File: src/rtl/producao_pkg.sv
// rtl/producao_pkg.sv - shared types and BCD helpers for the production counter
package producao_pkg;

    typedef enum logic [1:0] {IDLE, RUN, EMPTY, FULL} state_t;

    localparam int BCD_DIGIT_W = 4;

    function automatic logic [15:0] int_to_bcd(input int value, input int digits);
        logic [15:0] r;
        int          v;
        r = '0;
        v = value;
        for (int i = 0; i < 4; i++) begin
            if (i < digits) r[i*BCD_DIGIT_W +: BCD_DIGIT_W] = 4'(v % 10);
            v = v / 10;
        end
        return r;
    endfunction

    // Valid BCD orders exactly like binary once the digits are aligned.
    function automatic logic bcd_le(input logic [15:0] a, input logic [15:0] b);
        return a <= b;
    endfunction

endpackage

File: src/rtl/bcd_counter_n.sv
// rtl/bcd_counter_n.sv - N-digit saturating BCD up/down counter with load
module bcd_counter_n
    import producao_pkg::*;
#(
    parameter int DIGITS = 2
) (
    input  logic                          clock,
    input  logic                          reset,
    input  logic                          inc,
    input  logic                          dec,
    input  logic                          load,
    input  logic [BCD_DIGIT_W*DIGITS-1:0] load_value,
    output logic [BCD_DIGIT_W*DIGITS-1:0] q
);

    localparam int W = BCD_DIGIT_W * DIGITS;
    localparam logic [W-1:0] ALL_NINE = {DIGITS{4'h9}};

    logic [W-1:0] q_up;
    logic [W-1:0] q_down;
    logic         carry;
    logic         borrow;

    always_comb begin
        q_up   = q;
        q_down = q;
        carry  = 1'b1;
        borrow = 1'b1;
        for (int i = 0; i < DIGITS; i++) begin
            if (carry) begin
                if (q[i*BCD_DIGIT_W +: BCD_DIGIT_W] == 4'd9) begin
                    q_up[i*BCD_DIGIT_W +: BCD_DIGIT_W] = 4'd0;
                end else begin
                    q_up[i*BCD_DIGIT_W +: BCD_DIGIT_W] = q[i*BCD_DIGIT_W +: BCD_DIGIT_W] + 4'd1;
                    carry = 1'b0;
                end
            end
            if (borrow) begin
                if (q[i*BCD_DIGIT_W +: BCD_DIGIT_W] == 4'd0) begin
                    q_down[i*BCD_DIGIT_W +: BCD_DIGIT_W] = 4'd9;
                end else begin
                    q_down[i*BCD_DIGIT_W +: BCD_DIGIT_W] = q[i*BCD_DIGIT_W +: BCD_DIGIT_W] - 4'd1;
                    borrow = 1'b0;
                end
            end
        end
    end

    always_ff @(posedge clock) begin
        if (!reset) begin
            q <= '0;
        end else if (load) begin
            q <= load_value;
        end else if (inc && !dec && q != ALL_NINE) begin
            q <= q_up;
        end else if (dec && !inc && q != '0) begin
            q <= q_down;
        end
    end

endmodule

File: src/rtl/contador_producao_param.sv
// rtl/contador_producao_param.sv - bottle batch and cork stock counter for the bottling line
module contador_producao_param
    import producao_pkg::*;
#(
    parameter int BATCH_SIZE   = 12,
    parameter int BATCH_DIGITS = 2,
    parameter int MAX_BATCHES  = 10,
    parameter int FULL_MODE    = 0,
    parameter int STOCK_DIGITS = 2,
    parameter int STOCK_LOW    = 5,
    parameter int AUTO_REFILL  = 1,
    parameter int REFILL_VALUE = 99
) (
    input  logic                                clock,
    input  logic                                reset,
    input  logic                                enable,
    input  logic                                seal,
    input  logic                                cork_add,
    input  logic                                clear,
    output logic [7:0]                          item_count,
    output logic [BCD_DIGIT_W*BATCH_DIGITS-1:0] batch_bcd,
    output logic [BCD_DIGIT_W*STOCK_DIGITS-1:0] stock_bcd,
    output logic                                batch_done,
    output logic                                lot_full,
    output logic                                stock_low,
    output logic                                stock_empty,
    output logic                                seal_error
);

    localparam int BW = BCD_DIGIT_W * BATCH_DIGITS;
    localparam int SW = BCD_DIGIT_W * STOCK_DIGITS;
    localparam logic [BW-1:0] MAX_BCD       = BW'(int_to_bcd(MAX_BATCHES, BATCH_DIGITS));
    localparam logic [BW-1:0] PRE_MAX_BCD   = BW'(int_to_bcd(MAX_BATCHES - 1, BATCH_DIGITS));
    localparam logic [SW-1:0] REFILL_BCD    = SW'(int_to_bcd(REFILL_VALUE, STOCK_DIGITS));
    localparam logic [15:0]   STOCK_LOW_BCD = int_to_bcd(STOCK_LOW, 4);
    localparam logic [7:0]    LAST_ITEM     = 8'(BATCH_SIZE - 1);
    localparam bit            FULL_HOLD     = (FULL_MODE != 0);
    localparam bit            REFILL_ON     = (AUTO_REFILL != 0);

    state_t state;

    logic active;
    logic stock_zero;
    logic stock_one;
    logic batch_at_max;
    logic batch_pre_max;
    logic full_block;
    logic cork_eff;
    logic seal_ok;
    logic seal_rej;
    logic batch_step;
    logic batch_wrap;
    logic stock_refill;
    logic stock_next_zero;

    assign active        = enable && (state != IDLE);
    assign stock_zero    = (stock_bcd == '0);
    assign stock_one     = (stock_bcd == SW'(1));
    assign batch_at_max  = (batch_bcd == MAX_BCD);
    assign batch_pre_max = (batch_bcd == PRE_MAX_BCD);

    // In hold mode a lot sitting at the limit blocks sealing even if the FSM
    // was bounced through IDLE by enable.
    assign full_block = FULL_HOLD && batch_at_max;

    assign cork_eff   = active && cork_add;
    assign seal_ok    = enable && (state == RUN) && seal && !clear && !stock_zero && !full_block;
    assign seal_rej   = enable && seal && !clear &&
                        ((state == EMPTY) || (state == FULL) ||
                         ((state == RUN) && (stock_zero || full_block)));
    assign batch_step = seal_ok && (item_count == LAST_ITEM);
    assign batch_wrap = batch_step && batch_pre_max && !FULL_HOLD;

    assign stock_refill    = REFILL_ON && stock_zero;
    assign stock_next_zero = !cork_eff && (stock_zero || (stock_one && seal_ok));

    bcd_counter_n #(
        .DIGITS(BATCH_DIGITS)
    ) u_batch (
        .clock      (clock),
        .reset      (reset),
        .inc        (batch_step),
        .dec        (1'b0),
        .load       (clear || batch_wrap),
        .load_value ('0),
        .q          (batch_bcd)
    );

    bcd_counter_n #(
        .DIGITS(STOCK_DIGITS)
    ) u_stock (
        .clock      (clock),
        .reset      (reset),
        .inc        (cork_eff),
        .dec        (seal_ok),
        .load       (stock_refill),
        .load_value (REFILL_BCD),
        .q          (stock_bcd)
    );

    always_ff @(posedge clock) begin
        if (!reset) begin
            state      <= IDLE;
            item_count <= 8'd0;
            batch_done <= 1'b0;
            seal_error <= 1'b0;
        end else begin
            batch_done <= batch_step;
            seal_error <= seal_rej;

            if (clear) begin
                item_count <= 8'd0;
            end else if (seal_ok) begin
                item_count <= (item_count == LAST_ITEM) ? 8'd0 : item_count + 8'd1;
            end

            if (!enable) begin
                state <= IDLE;
            end else begin
                case (state)
                    IDLE:  state <= RUN;
                    RUN: begin
                        if (FULL_HOLD && ((batch_step && batch_pre_max) || (batch_at_max && !clear))) begin
                            state <= FULL;
                        end else if (!REFILL_ON && stock_next_zero) begin
                            state <= EMPTY;
                        end
                    end
                    EMPTY: if (cork_add) state <= RUN;
                    FULL:  if (clear) state <= RUN;
                    default: state <= IDLE;
                endcase
            end
        end
    end

    assign lot_full    = (state == FULL);
    assign stock_low   = bcd_le(16'(stock_bcd), STOCK_LOW_BCD);
    assign stock_empty = !REFILL_ON && stock_zero;

endmodule

File: config.mk
export PLATFORM = sky130hd
export DESIGN_NAME = contador_producao_param
export DESIGN_NICKNAME = d
export VERILOG_FILES = /design/src/rtl/producao_pkg.sv /design/src/rtl/bcd_counter_n.sv /design/src/rtl/contador_producao_param.sv
export SDC_FILE = /design/constraint.sdc
export NUM_CORES = 1
export LEC_CHECK = 0
export BUFFER_PORTS_ARGS = -buffer_cell sky130_fd_sc_hd__buf_2
export CAP_MARGIN = 20
export CORE_UTILIZATION = 29
export CTS_CLUSTER_SIZE = 8
export DETAILED_ROUTE_END_ITERATION = 10
export GPL_TIMING_DRIVEN = 0
export PLACE_DENSITY = 0.49
export SKIP_LAST_GASP = 1
export SLEW_MARGIN = 40
export SYNTH_ARGS = -nofsm -noshare
export SYNTH_HDL_FRONTEND = slang
export SYNTH_HIERARCHICAL = 1
export SYNTH_SLANG_ARGS = --single-unit
File: constraint.sdc
create_clock -name clock -period 3 [get_ports clock]
set_input_delay 0.45 -clock clock [delete_from_list [all_inputs] [get_ports clock]]
set_output_delay 0.45 -clock clock [all_outputs]
set_load 0.05 [all_outputs]
Yosys cells after proc, flatten, opt, wreduce, memory -nomap -nowiden
Index checks and enable logic that the tools add are counted.

Logic and storage cells: 95. Output and inout bits: 29. Register bits: 28. Bits of input ports: 6.

$lt $le $gt $ge: 1. Mux-type cells: 18. Reductions and logical operators: 43. $add $sub $neg: 7. Bitwise operators: 1. Equality and inequality tests: 15.

Operator list (count): 4-bit two-way mux (8); 8-bit two-way mux (4); 1-bit logical AND (17); 4-bit by 1-bit adder with 4-bit output, second input constant (4); 4-bit equality test, second input constant (4); 8-bit by 4-bit equality test with 1-bit output, second input constant (2); 8-bit inequality test, second input constant (2); 3-bit AND reduction (3); 3-bit nonzero test (3); 8-bit by 1-bit adder with 8-bit output, second input constant (1); 8-bit by 3-bit <= comparator with 1-bit output, second input constant (1); 4-bit zero test (2); 8-bit zero test (1); 8-bit nonzero test (1); 4-bit by 1-bit subtractor with 4-bit output, second input constant (2); 2-bit case mux with 3 select lines (1); 2-bit nonzero test (3); 2-bit OR reduction (3); 2-bit equality test, second input constant (2); 1-bit zero test (4); 2-bit two-way mux (2); 2-bit inequality test, second input constant (2); 2-bit AND reduction (2); 1-bit logical OR (3); 6 further kinds (8).

Depth between registers and ports, before layout
Depth after elaboration: 10. Depth in mapped cells: 11. Gate-level depth less buffers: 8.

Modules after synthesis
The synthesis kept the hierarchy.

Modules (own cells, without submodules): bcd_counter_n (sequential area each 160.2 um^2, area each 859.6 um^2, instances 2, cells each 107); contador_producao_param (sequential area each 220.2 um^2, area each 615.6 um^2, instances 1, cells each 67).

Least setup slack after synthesis
Ideal clock, no wire load.

Path kind: flip-flop to flip-flop. Start point: register u_stock.q[1]. End point: register u_batch.q[0]. Slack: -0.010 ns. Cell stages (with the launch flop): 12. Data arrival time: 2.892 ns. Data required time: 2.882 ns. Buffers on the path: 3. Clock period less this slack: 3.010 ns. Setup time: 0.118 ns. Cells stage by stage: dfxtp_1 -> or4_1 -> buf_2 -> o21ai_4 -> nor4_2 -> or2b_2 -> clkbuf_8 -> nor2_1 -> or4_1 -> clkbuf_1 -> mux2i_1 -> a21oi_1.

Cells in the longest elaborated chain, start to end: 7. Elaborated cells on any way between the ends: 8.

RTL lines: from (decl) (line bcd_counter_n.sv:13) `output logic [BCD_DIGIT_W*DIGITS-1:0] q`; from (signal assigned) (line bcd_counter_n.sv:53) `q <= load_value;`; from (signal assigned) (line bcd_counter_n.sv:55) `q <= q_up;`; from (signal assigned) (line bcd_counter_n.sv:57) `q <= q_down;`; 8-bit zero test (*) (line contador_producao_param.sv:57) `assign stock_zero = (stock_bcd == '0);`; 1-bit zero test (*) (line contador_producao_param.sv:67) `assign seal_ok = enable && (state == RUN) && seal && !clear && !stock_zero && !full_block;`; 1-bit logical AND (*) (line contador_producao_param.sv:67); 1-bit logical AND (*) (line contador_producao_param.sv:71) `assign batch_step = seal_ok && (item_count == LAST_ITEM);`; via batch_step (line contador_producao_param.sv:51) `logic batch_step;`; 1-bit logical AND (line contador_producao_param.sv:72) `assign batch_wrap = batch_step && batch_pre_max && !FULL_HOLD;`; 1-bit logical OR (line contador_producao_param.sv:84) `.load (clear || batch_wrap),`; 2-bit OR reduction (no source line); to (signal assigned) (line bcd_counter_n.sv:53); to (signal assigned) (line bcd_counter_n.sv:55); to (signal assigned) (line bcd_counter_n.sv:57); to (decl) (line bcd_counter_n.sv:13).

Mark *: on every way through the listed nets, which the timed path passes. The rest lies on a longest branch. A chain may end at the register's enable or synchronous reset.

Worst setup path after layout
Same ends and word-level chain as after synthesis.

==> impl_metrics.csv <==
group,metric,value,unit
status,status,"finished clean",
grt,grt_pass1_vias,2074,
routing,drc_errors,0,
sta,drv_slew,0,
placement,port_buffers,32,
min_path,hp-start,"enable",
pwr,power_frac_clock,0.122,
clocking,insertion_delay,0.28,ns
synthesis,synth_edf_count,0,
grt,track_usage,0.143,
worst_setup_path,worstPathArrival,2.97,ns
grt,grt_pass1_wl,9960,microns
synthesis,synthXorXnorAreaFrac,0.0338,
worst_setup_path,cp-end-kind,"flop",
clocking,cts_root_buffer,"clkbuf_8",
worst_setup_path,cp.required,3.23,ns
clocking,clock-sinks,27,
pwr,peakVddDrop,239,uV
synthesis,synth_compound_area_frac,0.292,
clocking,htreeDepth,1,
routing,first_pass_iters,4,
final_layout,design_area,2760,sq um
worst_setup_path,cp-start-kind,"flop",
synthesis,synth.area.top_cells,"dfxtp_1, o21ai_0, nor2_1, a21oi_1, a211oi_1",
synthesis,synth_top_cell_area_share,0.232,
routing,final_antenna_net_count,0,
synthesis,yosys_most_used_dff,"dfxtp_1",
final_layout,layout_commonest_cell,"buf_2",
synthesis,ys_seq_elements,27,
final_layout,areaGrowthSynthToFinish,18.4,%
sta,hold_viol_final,0,
grt,grt_max_degree,17,
pwr,seqPwrFrac,0.258,
routing,wl_per_cell,13.5,microns
floorplan,dieArea,8410,sq um
sta,min_period,2.75,ns
worst_setup_path,criticalPathCategory,"reg2reg",
pwr,combPwrFrac,0.621,
pwr,intPower,0.920,mW
synthesis,synth_seq_area_share,0.232,
pwr,power_density,688,nW/um^2
min_path,min_to,"state[0]",
grt,grt_overflow,0,
final_layout,finalNetCount,345,
worst_setup_path,reg2reg_slack,0.25,ns
routing,drtIter0Drc,82,
final_layout,seq_area,542,sq um
placement,place_hpwl,4250,microns
placement,routabilityCongestion,0.780,
synthesis,synth_top_family_by_area,"simple AND/OR/NAND/NOR gates",
synthesis,synthSimpleGateAreaFrac,0.307,
synthesis,yosys.area.top_type,"dfxtp_1",
floorplan,io_pins,35,
placement,dp.cells,436,
min_path,holdPathStages,2,
pwr,swShare,0.516,
min_path,hold_path_class,"in2reg",
clocking,cts_made_buffers,3,
worst_setup_path,regToRegEndpoint,"u_batch/q[0]",
sta,whs,0.379,ns
worst_setup_path,crit_fanout,11,
final_layout,final_cell_mix,"buf_2, dfxtp_1, nor2_1, conb_1, o21ai_0",
clocking,clockBufferDepth,2,
synthesis,synth_area_per_cell,8.31,sq um
floorplan,core_area,7770,sq um
sta,rsz0062_at_grt,"false",
synthesis,synthAdderAreaFrac,0.00536,
synthesis,yosys-mux-area-fraction,0.0129,
floorplan,die_x,91.7,microns
worst_setup_path,worst-r2r-cell-count,10,
synthesis,synth_cells,281,
final_layout,n_fill_cell,848,
sta,slew_headroom,0.590,
sta,setup-violations-final,0,
worst_setup_path,r2r_start,"u_stock/q[1]",
sta,worst_pin_slew,0.613,ns
synthesis,ys_types,60,
clocking,clk_pin_slew_worst_paths,0.11,ns
final_layout,multi_input_area,1620,sq um
synthesis,synth_area,2330,sq um
floorplan,initial_core_util,0.301,
floorplan,rows,32,
sta,finClkSkew,0.00508,ns
job,max_cap_viol_count,0,
routing,routed_wl,5930,microns
routing,via_count,2217,
pwr,leakage,1.09,nW
synthesis,async_flop_share,0,
clocking,cts_tree,"yes",
placement,placed_cell_area,2700,sq um
grt,antenna_found_initial,0,
pwr,power_switching,0.982,mW
routing,avgViaCountPerCell,5.05,
final_layout,num_antenna_cells,0,
final_layout,drive_gt1_frac,0.252,
sta,fmax,0.364,GHz
floorplan,die_h,91.7,microns
final_layout,final_cells,439,
synthesis,ys.warnings.count,6,
sta,min_period_over_period,0.916,
registers in the layout (all words and copies together) (netlist names):
register,cells
item_count,8
u_stock/q,8
state,1
seal_error,1
batch_done,1
u_batch/q,8
timing repair:
item	4_1_cts	5_1_grt
pin swaps	1	0
setup buffers	1	0
setup endpoints to repair	6	7
hold endpoints to repair	0	0
resized for setup	0	2
hold buffers	0	0
worst max path at each step:
stage / startpoint / end / slack (ns)
floorplan: u_stock/q[0] / u_batch/q[0] / 0.001
global placement: clear / u_batch/q[0] / -0.24
detailed placement: clear / u_batch/q[0] / -0.25
CTS: u_stock/q[4] / u_batch/q[0] / 0.01
global route: u_stock/q[1] / u_stock/q[0] / 0.11
finish: u_stock/q[1] / u_batch/q[0] / 0.25
worst max-delay path, cell delays in order (launching register included):
cell	delay [ns]
dfxtp_2	0.39
or4_1	0.53
buf_2	0.17
o21ai_4	0.21
nor4_4	0.10
or2b_2	0.20
clkbuf_8	0.16
nor2_1	0.07
or4_4	0.57
mux2i_1	0.14
a21oi_1	0.15
cell type report:
type                            count  area share
Tap cell                          102      0.0462
Buffer                             26      0.0824
Clock inverter                      1     0.00272
Multi-Input combinational cell    238       0.585
Timing Repair Buffer               33      0.0607
Sequential cell                    27       0.196
Inverter                            9      0.0122
Clock buffer                        3      0.0149
power groups by stage:
stage | Combinational (mW) | Clock, mW | Sequential (mW)
final | 1.18 | 0.231 | 0.490
after global routing | 1.28 | 0.262 | 0.504
after CTS | 1.19 | 0.252 | 0.491
after detailed placement | 1.18 | 0 | 0.500
after global placement | 1.18 | 0 | 0.499
after floorplan | 0.785 | 0 | 0.654
through the flow:
| stage | util | TNS [ns] | worst slack [ns] | power (mW) |
|---|---|---|---|---|
| global placement | 0.348 | -0.902 | -0.243 | 1.67 |
| detailed placement | 0.348 | -0.834 | -0.246 | 1.68 |
| global route | 0.356 | 0 | 0.107 | 2.05 |
| CTS | 0.355 | 0 | 0.0120 | 1.93 |
| finish | 0.356 | 0 | 0.253 | 1.90 |
| floorplan | - | 0 | 0.00123 | 1.44 |
layer usage:
metal  vias up  routed length, microns  global-route usage
li1       1148                       -                   -
met1      1038                    3020               0.191
met2        29                    2750               0.249
met3         2                     135              0.0199
met4         0                      25              0.0195
met5         -                       0                   0
synthesized netlist by cell type (all sizes together), types with 3 or more instances:
| cell type | number |
|---|---|
| or4 | 8 |
| dfxtp | 27 |
| a21oi | 15 |
| o21ai | 19 |
| nand3b | 4 |
| nor3 | 8 |
| a31o | 3 |
| nand2 | 19 |
| a211oi | 9 |
| nor4 | 4 |
| o211ai | 9 |
| a31oi | 10 |
| clkbuf | 8 |
| or2b | 4 |
| or3 | 4 |
| nor2b | 4 |
| and3 | 3 |
| and4b | 3 |
| xor2 | 5 |
| nand3 | 10 |
| buf | 18 |
| xnor2 | 4 |
| and2b | 3 |
| mux2i | 3 |
| inv | 9 |
| nor4bb | 3 |
| nor2 | 23 |
kinds of logic after synthesis:
family	count (synthesis)
AO/OA/AOI/OAI	89
XOR/XNOR	9
adder cells (fa/ha/maj)	1
buffers and inverters	37
flip-flops	27
multiplexers	3
other	2
AND/OR/NAND/NOR	113
No activity file was read; power rests on OpenSTA's default activity.
